===== src/rtl/alu_arbiter.sv =====
// alu_arbiter: shares one ALU between two requesters.
//   Round-robin grant, operand and result registering, one op in flight.
//   A watchdog turns a hung ALU op into an error response
//   (rsp_err=1, rsp_out=32'h2BADDEAD).
// Parameters:
//   TIMEOUT_CYC : WAIT cycles before abort (0 disables the watchdog)
// Ports:
//   clk, rst                      clock, synchronous active-high reset
//   reqN_vld/rdy, reqN_A/B/sel    request channel of port N (N=0,1)
//   rspN_vld/rdy                  response handshake of port N
//   rsp_out, rsp_eq/gt/ge/set     registered result and flags (shared)
//   rsp_err                       watchdog abort marker
//   ALU_A/B/sel, ALU_en           operands and one-cycle issue pulse to the ALU
//   ALU_vld, ALU_out, ALU_eq/gt/ge/set  result from the ALU
//   ALU_ack                       result consumed (also acks stray results)
// Optional (macro ALU_ARB_STATS_EN):
//   gnt_cnt0/gnt_cnt1 (32b) accepted requests per port, tmo_cnt (16b) aborts;
//   saturating, cleared by rst.
module alu_arbiter #(
  parameter int TIMEOUT_CYC = 64
) (
  input  logic        clk,
  input  logic        rst,
  input  logic        req0_vld,
  output logic        req0_rdy,
  input  logic [31:0] req0_A,
  input  logic [31:0] req0_B,
  input  logic [3:0]  req0_sel,
  input  logic        req1_vld,
  output logic        req1_rdy,
  input  logic [31:0] req1_A,
  input  logic [31:0] req1_B,
  input  logic [3:0]  req1_sel,
  output logic        rsp0_vld,
  input  logic        rsp0_rdy,
  output logic        rsp1_vld,
  input  logic        rsp1_rdy,
  output logic [31:0] rsp_out,
  output logic        rsp_eq,
  output logic        rsp_gt,
  output logic        rsp_ge,
  output logic        rsp_set,
  output logic        rsp_err,
  output logic [31:0] ALU_A,
  output logic [31:0] ALU_B,
  output logic [3:0]  ALU_sel,
  output logic        ALU_en,
  input  logic        ALU_vld,
  input  logic [31:0] ALU_out,
  input  logic        ALU_eq,
  input  logic        ALU_gt,
  input  logic        ALU_ge,
  input  logic        ALU_set,
`ifdef ALU_ARB_STATS_EN
  output logic [31:0] gnt_cnt0,
  output logic [31:0] gnt_cnt1,
  output logic [15:0] tmo_cnt,
`endif
  output logic        ALU_ack
);

  localparam int WDW = (TIMEOUT_CYC > 1) ? $clog2(TIMEOUT_CYC) : 1;
  localparam logic [WDW-1:0] WD_LIM = WDW'(TIMEOUT_CYC - 1);

  typedef enum logic [1:0] {
    S_IDLE,
    S_ISSUE,
    S_WAIT,
    S_RESP
  } state_t;

  state_t          r_state;
  state_t          w_next;
  logic            r_last;
  logic            r_gnt;
  logic [31:0]     r_a;
  logic [31:0]     r_b;
  logic [3:0]      r_sel;
  logic [WDW-1:0]  r_wdog;
  logic [31:0]     r_rsp_out;
  logic [3:0]      r_rsp_flg;
  logic            r_rsp_err;

  logic            w_any;
  logic            w_pick;
  logic            w_accept;
  logic            w_capture;
  logic            w_abort;
  logic            w_rsp_hs;

  // Port picked if a grant happens now: the non-last port wins a tie.
  assign w_any  = req0_vld | req1_vld;
  assign w_pick = (req0_vld && req1_vld) ? ~r_last : req1_vld;

  always_ff @(posedge clk) begin
    if (rst) r_state <= S_IDLE;
    else     r_state <= w_next;
  end

  always_comb begin
    w_next    = r_state;
    req0_rdy  = 1'b0;
    req1_rdy  = 1'b0;
    rsp0_vld  = 1'b0;
    rsp1_vld  = 1'b0;
    ALU_en    = 1'b0;
    w_accept  = 1'b0;
    w_capture = 1'b0;
    w_abort   = 1'b0;
    w_rsp_hs  = 1'b0;
    case (r_state)
      S_IDLE: begin
        req0_rdy = w_any & ~w_pick;
        req1_rdy = w_any &  w_pick;
        w_accept = w_any;
        if (w_any) w_next = S_ISSUE;
      end
      S_ISSUE: begin
        ALU_en = 1'b1;
        w_next = S_WAIT;
      end
      S_WAIT: begin
        if (ALU_vld) begin
          w_capture = 1'b1;
          w_next    = S_RESP;
        end else if ((TIMEOUT_CYC != 0) && (r_wdog == WD_LIM)) begin
          w_abort = 1'b1;
          w_next  = S_RESP;
        end
      end
      S_RESP: begin
        rsp0_vld = ~r_gnt;
        rsp1_vld =  r_gnt;
        w_rsp_hs = r_gnt ? rsp1_rdy : rsp0_rdy;
        if (w_rsp_hs) w_next = S_IDLE;
      end
      default: w_next = S_IDLE;
    endcase
  end

  // Any ALU result is acked: in WAIT it is captured, elsewhere it is a
  // late result of an aborted op and is simply dropped.
  assign ALU_ack = ALU_vld & ~rst;

  always_ff @(posedge clk) begin
    if (rst) begin
      r_last    <= 1'b1;
      r_gnt     <= 1'b0;
      r_a       <= '0;
      r_b       <= '0;
      r_sel     <= '0;
      r_wdog    <= '0;
      r_rsp_out <= '0;
      r_rsp_flg <= '0;
      r_rsp_err <= 1'b0;
    end else begin
      if (w_accept) begin
        r_gnt <= w_pick;
        r_a   <= w_pick ? req1_A   : req0_A;
        r_b   <= w_pick ? req1_B   : req0_B;
        r_sel <= w_pick ? req1_sel : req0_sel;
      end
      if (r_state == S_ISSUE)     r_wdog <= '0;
      else if (r_state == S_WAIT) r_wdog <= r_wdog + 1'b1;
      if (w_capture) begin
        r_rsp_out <= ALU_out;
        r_rsp_flg <= {ALU_eq, ALU_gt, ALU_ge, ALU_set};
        r_rsp_err <= 1'b0;
      end else if (w_abort) begin
        r_rsp_out <= 32'h2BADDEAD;
        r_rsp_flg <= '0;
        r_rsp_err <= 1'b1;
      end
      if (w_rsp_hs) r_last <= r_gnt;
    end
  end

  assign ALU_A   = r_a;
  assign ALU_B   = r_b;
  assign ALU_sel = r_sel;
  assign rsp_out = r_rsp_out;
  assign rsp_eq  = r_rsp_flg[3];
  assign rsp_gt  = r_rsp_flg[2];
  assign rsp_ge  = r_rsp_flg[1];
  assign rsp_set = r_rsp_flg[0];
  assign rsp_err = r_rsp_err;

`ifdef ALU_ARB_STATS_EN
  logic [31:0] r_gnt_cnt0;
  logic [31:0] r_gnt_cnt1;
  logic [15:0] r_tmo_cnt;

  always_ff @(posedge clk) begin
    if (rst) begin
      r_gnt_cnt0 <= '0;
      r_gnt_cnt1 <= '0;
      r_tmo_cnt  <= '0;
    end else begin
      if (w_accept && !w_pick && (r_gnt_cnt0 != '1)) r_gnt_cnt0 <= r_gnt_cnt0 + 1'b1;
      if (w_accept &&  w_pick && (r_gnt_cnt1 != '1)) r_gnt_cnt1 <= r_gnt_cnt1 + 1'b1;
      if (w_abort && (r_tmo_cnt != '1))              r_tmo_cnt  <= r_tmo_cnt + 1'b1;
    end
  end

  assign gnt_cnt0 = r_gnt_cnt0;
  assign gnt_cnt1 = r_gnt_cnt1;
  assign tmo_cnt  = r_tmo_cnt;
`endif

endmodule


===== config.mk =====
export PLATFORM = sky130hd
export DESIGN_NAME = alu_arbiter
export DESIGN_NICKNAME = d
export VERILOG_FILES = /design/src/rtl/alu_arbiter.sv
export SDC_FILE = /design/constraint.sdc
export NUM_CORES = 1
export LEC_CHECK = 0
export CAP_MARGIN = 20
export CORE_MARGIN = 10
export CORE_UTILIZATION = 38
export CTS_CLUSTER_SIZE = 14
export DETAILED_ROUTE_END_ITERATION = 16
export GPL_ROUTABILITY_DRIVEN = 0
export PLACE_DENSITY = 0.88
export SYNTH_ARGS = -nofsm -noshare
export SYNTH_HDL_FRONTEND = slang
export SYNTH_SLANG_ARGS = --single-unit

===== constraint.sdc =====
create_clock -name clk -period 2.1 [get_ports clk]
set_clock_uncertainty 0.15 [all_clocks]
set_input_delay 0.21 -clock clk [delete_from_list [all_inputs] [get_ports clk]]
set_output_delay 0.21 -clock clk [all_outputs]
set_load 0.1 [all_outputs]

==> results.py, run 1 <==
metrics = {
    "min_path": {
        "hp-class": "input pin to flop",
        "hold_start": "rst",
        "holdPathStages": 2,
        "hold_path_end": "r_gnt",
    },
    "grt": {
        "gr-total-overflow": 0,
        "grt_usage_pct": 20.2,
        "antenna_found_initial": 0,
        "grt_pass1_wl_mm": 28.7,
        "grt_pass1_vias": 5369,
        "grt_max_degree": 71,
    },
    "drt": {
        "met2_length_mm": 9.54,
        "drc": 0,
        "met1Wirelength_mm": 7.07,
        "wl_met3_mm": 1.52,
        "first_pass_iters": 5,
        "wl_per_cell_um": 18.6,
        "dr.max_layer_used": "met4",
        "drtIter0Drc": 362,
        "vias_per_cell": 5.11,
        "wl_mm": 18.5,
        "dr_total_vias": 5071,
        "ant_nets": 0,
    },
    "yosys": {
        "synthesis.instances": 530,
        "yosysSeqAreaShare_pct": 48.0,
        "synthArstFlopShare_pct": 0,
        "synth_top_cell_area_share_pct": 48.0,
        "ys_seq_elements": 115,
        "postSynthAreaPerCell_um2": 9.04,
        "yosysWarnings": 0,
        "synth_cell_types": 35,
        "synth_area_leaders": "dfxtp_1 (48%), mux2i_1 (8.1%), nor2_1 (6.4%), a211oi_1 (5.6%), a21oi_1 (5.3%)",
        "synth-main-ff-cell": "dfxtp_1",
        "netlist_area_um2": 4790,
        "synth_edf_count": 0,
        "yosysTopAreaCell": "dfxtp_1",
        "syn_nets": 714,
    },
    "clocking": {
        "tritoncts": "built",
        "cts.clk_slew.worst_paths_ps": 50,
        "numCtsBuffers": 17,
        "cts.htree.levels": 4,
        "hold_buffers": 0,
        "clkLatencyLatePin_ps": 400,
        "clock_path_buffers": 2,
        "root_buffer": "clkbuf_16",
        "cts.sinks": 115,
    },
    "critical_path": {
        "crit_type": "flop to primary output",
        "cp-start-kind": "flop",
        "required_ps": 1740,
        "reg2reg_depth": 6,
        "regToRegStartpoint": "r_state[0]",
        "regToRegSetupSlack_ps": 180,
        "critPathMaxFanout": 6,
        "cp.arrival_ps": 1600,
        "r2r-end": "r_wdog[5]",
        "worst_setup_path_end_kind": "primary output",
    },
    "finish": {
        "drive_gt1_share_pct": 22.4,
        "syn2layout_area_growth_pct": 74.6,
        "nets": 996,
        "final_cells": 993,
        "diodes": 0,
        "final_util_pct": 68.8,
        "n_fill_cell": 898,
    },
    "power_and_ir_drop": {
        "ir_worst_vdd_mv": 0.975,
        "total_power_uw": 13400,
        "power.leakage_uw": 0.00338,
        "power_density_nw_per_um2": 1610,
    },
    "sta": {
        "worst_pin_slew_ps": 683,
        "rsz0062_at_grt": "no",
        "final.min_clock_period_ps": 1960,
        "fin_crit_sh_pct": 93.3,
        "hold_viol_final": 0,
        "hold-worst-slack_ps": 171,
        "slew_viol_final": 0,
        "fmax_ghz": 0.510,
        "setup_viol": 0,
        "slew_headroom_pct": 54.5,
    },
    "placed_design": {
        "dp_hpwl_mm": 14.2,
        "dp.cells": 956,
        "io_buffer_count": 289,
    },
    "floorplanning": {
        "row_count": 40,
        "dieArea_um2": 17500,
        "die_h_um": 132,
        "pin_count": 290,
        "die_w_um": 132,
        "initial_core_util_pct": 39.4,
        "core_area_um2": 12200,
    },
    "status": {
        "status": "finished, final reports clean",
    },
    "flow_run": {
        "maxCapViolCount": 0,
    },
}
## synth_stat cells (2+ instances only)
cell type	count
dfxtp_1	115
nor2_1	82
a21oi_1	51
mux2i_1	39
nand2_1	38
a211oi_1	36
clkbuf_1	34
a22oi_1	25
o21a_1	21
nand3_1	16
o21ai_0	16
a22oi_2	8
buf_6	5
ha_1	5
buf_2	4
inv_1	4
a21oi_2	3
buf_4	3
nand2b_1	3
xor2_1	3
nand4_1	2
nor2b_1	2
o21ai_1	2
o21bai_1	2
## layout by cell type, fill, tap and decap left out, types with 2 or more instances in the layout
cell,n
clkbuf_16,17
a22oi_1,25
dfxtp_1,115
buf_12,12
nand4_1,2
nand2b_1,3
clkinv_4,4
a22oi_2,8
buf_4,118
ha_1,4
mux2i_1,39
nor2_1,82
o21bai_1,2
clkdlybuf4s50_1,177
o21a_1,20
nand3_1,16
nor2b_2,2
nand2_1,38
inv_6,2
inv_1,3
xor2_1,3
o21ai_0,16
a21oi_2,3
clkinvlp_4,5
a211oi_1,36
bufinv_16,3
a21oi_1,51
## state kept, by name, indices dropped and copies added, names as in the netlist
name / count
rsp_out: 32
r_gnt: 1
r_rsp_flg: 4
ALU_sel: 4
ALU_A: 32
ALU_B: 32
rsp_err: 1
r_last: 1
r_wdog: 6
r_state: 2
## where the power goes
part	leakage (µW)	switching, µW	total, µW	internal, µW
clock	0.000285	1080	2990	1910
combinational	0.00215	5500	7350	1850
sequential	0.000944	348	3100	2760
## worst max-delay path by stage
stage | from | endpoint | slack [ps] | cells after the start
after floorplan | ALU_vld | ALU_ack | 90 | 3
after global placement | r_wdog[1] | rsp_out[16] | -30 | 5
after detailed placement | req0_vld | req1_rdy | 110 | 5
after CTS | r_state[0] | req0_rdy | 30 | 6
after global routing | r_state[1] | req0_rdy | 70 | 6
final | r_state[1] | req0_rdy | 140 | 6
## critical path: stages (launching register included)
cell     delay, ps
dfxtp_1        340
inv_1          120
ha_4           180
nand2_1         70
a21oi_2        190
buf_12         130
buf_12         160
## through the flow
stage	setup WS, ps	area [µm²]	TNS (ps)
floorplan	93.4	4800	0
global placement	-29.6	7660	-563
detailed placement	111	7670	0
CTS	26.4	8350	0
global route	73.6	8370	0
finish	141	8370	0
## cell families (layout without fill, tap and decap cells)
logic type      Yosys count  count (layout)  share of synthesized area [%]
fa+ha+maj                 5               5                           1.31
buf+inv                  50             345                           5.04
simple gates            149             149                           12.8
flops                   115             115                           48.0
xor+xnor                  4               4                          0.731
mux                      39              39                           8.15
compound gates          168             168                           23.9
## per-layer routing
layer | vias to the layer above | track usage [%]
met5 | - | 0
met4 | 0 | 6.60
met3 | 29 | 7.16
met2 | 229 | 36.4
met1 | 2367 | 21.4
li1 | 2446 | -
## timing repair
action	4_1_cts	5_1_grt
buffers inserted	2	2
endpoints found under the setup margin	2	1
gates cloned	1	0
resized for setup	2	1
pin swaps	0	0
endpoints found under the hold margin	0	0
## area by class of cell
class	instances	area, µm²	area share (%)
Timing Repair Buffer	309	2940	35.2
Sequential cell	115	2300	27.5
Multi-Input combinational cell	365	2280	27.2
Clock buffer	18	439	5.25
Tap cell	168	210	2.51
Clock inverter	14	180	2.15
Inverter	4	15.0	0.179
Power figures use the tool's default switching activity.
==> run 2, diff against run 1 <==
GPL_TIMING_DRIVEN = 0   (was unset)
clock period = 1.85 ns   (was 2.1 ns; I/O delays follow)
==> run 2 against run 1 <==
  * The flow now finishes with violations (setup timing)
  * Utilization grew 4.1 points
  * First-iteration DRC count is 21% lower
  * Via count is 1.9% higher
  * Register-to-register slack got worse by 140 ps
  * Sequential share of layout area shrank 1.5 points
  * Worst hold slack better by 42 ps
  * Clock-buffer cell count decreased by 1
  * Sequential power rose by 13%
  * Die area did not move
  * Clock power up 17%
  * Combinational power up 14%
==> results.py, run 2 (synthesis results as in run 1) <==
metrics = {
    "sta": {
        "fin_ws_ps": -9.84,
        "tns_ps": -9.84,
        "setup_viol": 1,
        "fin_crit_sh_pct": 101,
        "slew_viol_final": 0,
        "final.min_clock_period_ps": 1860,
        "fmax_ghz": 0.538,
        "worst_pin_slew_ps": 633,
        "hold_viol_final": 0,
        "slew_headroom_pct": 57.8,
        "rsz0062_at_grt": "yes",
    },
    "floorplanning": {
        "initial_core_util_pct": 39.4,
        "row_count": 40,
        "core_area_um2": 12200,
        "die_w_um": 132,
        "dieArea_um2": 17500,
        "die_h_um": 132,
        "pin_count": 290,
    },
    "critical_path": {
        "cp-start-kind": "flop",
        "required_ps": 1510,
        "regToRegSetupSlack_ps": 40,
        "critPathMaxFanout": 6,
        "crit_type": "flop to primary output",
        "cp.arrival_ps": 1520,
        "worst_setup_path_end_kind": "primary output",
    },
    "clocking": {
        "clkLatencyLatePin_ps": 410,
        "cts.clk_slew.worst_paths_ps": 60,
        "tritoncts": "built",
        "numCtsBuffers": 17,
        "cts.sinks": 115,
        "root_buffer": "clkbuf_16",
        "clock_path_buffers": 2,
        "cts.htree.levels": 4,
    },
    "finish": {
        "syn2layout_area_growth_pct": 85.0,
        "layout_commonest_cell": "clkdlybuf4s50_1",
        "nets": 1028,
        "drive_gt1_share_pct": 24.0,
        "diodes": 0,
        "final_util_pct": 72.9,
        "final_area_um2": 8860,
        "multi_input_area_um2": 2300,
        "layout.area.seq_um2": 2310,
        "n_fill_cell": 879,
        "mostFrequentLayoutCells": "clkdlybuf4s50_1 (176), dfxtp_1 (112), clkdlybuf4s15_2 (105)",
    },
    "placed_design": {
        "dpl_cell_area_um2": 7910,
        "io_buffer_count": 289,
        "dp_hpwl_mm": 14.9,
        "post-place-ws_ps": -1280,
    },
    "grt": {
        "grt_max_degree": 17,
        "grt_pass1_wl_mm": 29.9,
        "antenna_found_initial": 0,
        "grt_pass1_vias": 5371,
        "grt_usage_pct": 21.4,
        "gr-total-overflow": 0,
    },
    "drt": {
        "vias_per_cell": 5.04,
        "ant_nets": 0,
        "drtIter0Drc": 287,
        "wl_mm": 19.5,
        "dr_total_vias": 5167,
        "wl_per_cell_um": 19.0,
        "drc": 0,
        "first_pass_iters": 4,
    },
    "min_path": {
        "hp-class": "input pin to flop",
    },
    "status": {
        "status": "finished with violations",
        "violations": "setup timing",
    },
    "power_and_ir_drop": {
        "power.leakage_uw": 0.00330,
        "power_density_nw_per_um2": 1740,
        "ir_worst_vdd_mv": 1.11,
    },
    "flow_run": {
        "maxCapViolCount": 0,
    },
}
-- run 2: changes by cell type in the layout (fill, tap and decap cells not counted), moves of 7 or more --
| cell | delta |
|---|---|
| buf_4 | -105 |
| buf_6 | +7 |
| clkdlybuf4s15_2 | +105 |
| buf_12 | -8 |
| clkbuf_1 | +19 |
| clkbuf_2 | +7 |
-- run 2: metrics by stage --
| stage | hold WS (ps) | cells | power [µW] |
|---|---|---|---|
| 3_3_place_gp | 287 | 987 | 11800 |
| 2_1_floorplan | 199 | 530 | 9680 |
| 4_1_cts | 198 | 1024 | 15400 |
| 5_1_grt | 218 | 1025 | 16000 |
| 6_report | 213 | 1025 | 15400 |
| 3_5_place_dp | 292 | 987 | 11900 |
-- run 2: cell type report --
class                   instances  area share [%]
clock inverters                15            2.33
clock buffers                  17            4.80
repair buffers                299            35.2
inverters                       4           0.198
flip-flops and latches        115            26.0
well taps                     168            2.37
plain buffers                  42            3.05
multi-input cells             365            26.0
-- run 2: final timing paths --
path / startpoint / end / cells past startpoint
worst min register to register: ALU_B[9] / ALU_B[9] / 2
worst min-delay path: ALU_out[26] / rsp_out[26] / 3
worst max-delay path: r_state[0] / req0_rdy / 6
worst max register to register: r_wdog[0] / r_rsp_flg[0] / 7
-- run 2: critical path: stages (launching register included) --
cell	delay [ps]
dfxtp_4	360
inv_4	70
ha_4	160
nand2_2	70
a21oi_4	160
buf_8	130
buf_12	160
-- run 2: timing repair --
item / 4_1_cts / 5_1_grt
setup buffers: 8 / 2
pin swaps: 3 / 2
endpoints found under the hold margin: 0 / 0
gates resized for setup: 387 / 30
hold buffers: 0 / 0
setup endpoints to repair: 211 / 106
-- run 2: layer usage --
layer | up-vias | share of wire [%] | routed length, µm | GRT usage [%]
met1 | 2401 | 39 | 7580 | 22.8
met3 | 26 | 8.9 | 1740 | 8.99
met2 | 230 | 50 | 9760 | 37.3
met4 | 0 | 2.2 | 423 | 7.46
met5 | - | 0 | 0 | 0
li1 | 2510 | - | - | -
-- run 2: where the power goes --
part / internal [µW] / leakage, µW / total, µW / switching, µW
registers: 3140 / 0.000944 / 3510 / 369
clock network: 2270 / 0.000304 / 3500 / 1230
logic: 2060 / 0.00205 / 8390 / 6330
==> run 3, diff against run 2 <==
ABC_AREA = 1   (was unset)
PLACE_DENSITY = 0.86   (was 0.88)
==> run 3 against run 2 <==
  * The run still ends with setup timing left
  * Via count up 16%
  * Setup slack worse by 150 ps
  * Sequential power down 3%
  * Clock-buffer cell count up 5
  * Total power up 0.36%
  * Final area up 3.2%
  * Fmax down 7.6%
  * Synthesized cell count up 35%
  * Largest cell class unchanged
  * Highest routed layer unchanged
==> results.py, run 3 <==
metrics = {
    "status": {
        "status": "finished with violations",
        "violations": "setup timing",
    },
    "finish": {
        "nets": 1218,
        "final_area_um2": 9150,
        "final_util_pct": 71.6,
        "multi_input_area_um2": 2350,
        "layout.area.seq_um2": 2310,
        "mostFrequentLayoutCells": "nand2_1 (288), clkdlybuf4s50_1 (177), dfxtp_1 (113)",
        "final_cells": 1219,
        "syn2layout_area_growth_pct": 82.1,
        "diodes": 0,
        "n_fill_cell": 1000,
        "layout_commonest_cell": "nand2_1",
        "drive_gt1_share_pct": 21.0,
    },
    "floorplanning": {
        "row_count": 41,
        "core_area_um2": 12800,
        "die_w_um": 135,
        "initial_core_util_pct": 39.3,
        "pin_count": 290,
        "dieArea_um2": 18200,
        "die_h_um": 135,
    },
    "sta": {
        "slew_viol_final": 0,
        "final.min_clock_period_ps": 2010,
        "hold_viol_final": 0,
        "hold-worst-slack_ps": 90.8,
        "fmax_ghz": 0.497,
        "fin_ws_ps": -163,
        "slew_headroom_pct": 56.7,
        "fin_crit_sh_pct": 109,
        "rsz0062_at_grt": "yes",
        "setup_viol": 1,
        "worst_pin_slew_ps": 649,
    },
    "critical_path": {
        "worst_setup_path_end_kind": "primary output",
        "critPathMaxFanout": 3,
        "crit_type": "flop to primary output",
        "startpoint": "r_state[0]",
        "regToRegStartpoint": "r_state[1]",
        "reg2reg_depth": 10,
        "cp-start-kind": "flop",
        "cp.arrival_ps": 1680,
        "required_ps": 1510,
    },
    "drt": {
        "wl_mm": 21.4,
        "ant_nets": 0,
        "wl_per_cell_um": 17.5,
        "first_pass_iters": 5,
        "vias_per_cell": 4.90,
        "drtIter0Drc": 347,
        "drc": 0,
        "dr_total_vias": 5979,
    },
    "yosys": {
        "yosysWarnings": 0,
        "synth_cell_types": 23,
        "postSynthAreaPerCell_um2": 7.02,
        "netlist_area_um2": 5030,
        "synthArstFlopShare_pct": 0,
        "yosysMostFrequentCell": "nand2_1",
        "synth_area_leaders": "dfxtp_1 (46%), nand2_1 (22%), a31oi_1 (5.4%), a21oi_1 (5.3%), o21ai_0 (4.4%)",
        "yosysSeqAreaShare_pct": 45.8,
        "ys_seq_elements": 115,
        "synth_top_cell_area_share_pct": 45.8,
        "synth.top_cells.by_count": "nand2_1 (288), dfxtp_1 (115), a21oi_1 (53)",
        "yosysTopAreaCell": "dfxtp_1",
        "synth_edf_count": 0,
        "synth-main-ff-cell": "dfxtp_1",
        "syn_nets": 900,
        "synthesis.instances": 716,
    },
    "grt": {
        "grt_max_degree": 17,
        "grt_pass1_vias": 6075,
        "grt_usage_pct": 22.4,
        "grt_pass1_wl_mm": 32.0,
        "antenna_found_initial": 0,
        "gr-total-overflow": 0,
    },
    "placed_design": {
        "dpl_cell_area_um2": 8130,
        "dp.cells": 1176,
        "dp_hpwl_mm": 16.1,
        "io_buffer_count": 288,
        "post-place-ws_ps": -1120,
    },
    "power_and_ir_drop": {
        "power.leakage_uw": 0.00384,
        "power_density_nw_per_um2": 1690,
        "ir_worst_vdd_mv": 1.21,
    },
    "clocking": {
        "tritoncts": "built",
        "clkLatencyLatePin_ps": 410,
        "clock_path_buffers": 2,
        "root_buffer": "clkbuf_16",
        "cts.sinks": 115,
        "cts.clk_slew.worst_paths_ps": 50,
        "cts.htree.levels": 4,
        "numCtsBuffers": 17,
    },
    "flow_run": {
        "maxCapViolCount": 0,
    },
    "min_path": {
        "hp-class": "input pin to flop",
        "holdPathStages": 4,
        "hold_start": "rst",
    },
}
==> run 3: stage by stage <==
stage	TNS (ps)	total power, µW
floorplan	-328	9230
global placement	-3700	11400
detailed placement	-3890	11400
CTS	-202	15300
global route	-777	16100
finish	-163	15500
==> run 3: layer usage <==
metal / GRT usage (%) / wire length (µm)
met1: 22.1 / 7650
met3: 10.8 / 2300
met5: 0 / 0
met4: 9.57 / 679
met2: 39.4 / 10700
==> run 3: cells by family (layout without fill, tap and decap cells) <==
logic type                 count (synthesis)  in the layout  synth area share, %
AOI/OAI and AO/OA                        147            147                 15.8
xor gates and xnor gates                   1              1                0.174
adders and majority gates                  5              5                 1.24
buffers and inverters                     81            412                 8.41
DFF                                      115            115                 45.8
and+or+nand+nor                          367            367                 28.6
==> run 3: path summary, 6_finish.rpt <==
check                     end  slack (ps)
hold reg to reg   rsp_out[16]         310
hold / removal     rsp_out[0]          90
setup / recovery     req0_rdy        -160
setup reg to reg  rsp_out[30]          20
==> run 3: final cells by class <==
cell class                      instances  area share, %
Multi-Input combinational cell        520           25.7
Tap cell                              172           2.35
Inverter                               31           1.38
Clock inverter                         10           2.19
Buffer                                 49           3.56
Timing Repair Buffer                  300           34.3
Sequential cell                       115           25.2
Clock buffer                           22           5.29
==> run 3: timing repair <==
action,4_1_cts,5_1_grt
endpoints found under the setup margin,111,15
hold endpoints to repair,0,0
gates resized for setup,367,29
setup buffers,3,9
pin swaps,3,5
hold buffers,0,0
==> run 3: where the power goes <==
group	switching, µW	total [µW]	internal (µW)
Sequential	324	3410	3080
Clock	1140	3800	2660
Combinational	6140	8250	2110
Total	7600	15500	7850
==> run 3: critical path, cell delays in order, from the launching register on <==
cell and delay (ps):
dfxtp_4 360, inv_4 60, ha_4 150, inv_4 40, nor2_4 160, inv_4 50
buf_8 120, nor2_4 130, buf_12 190
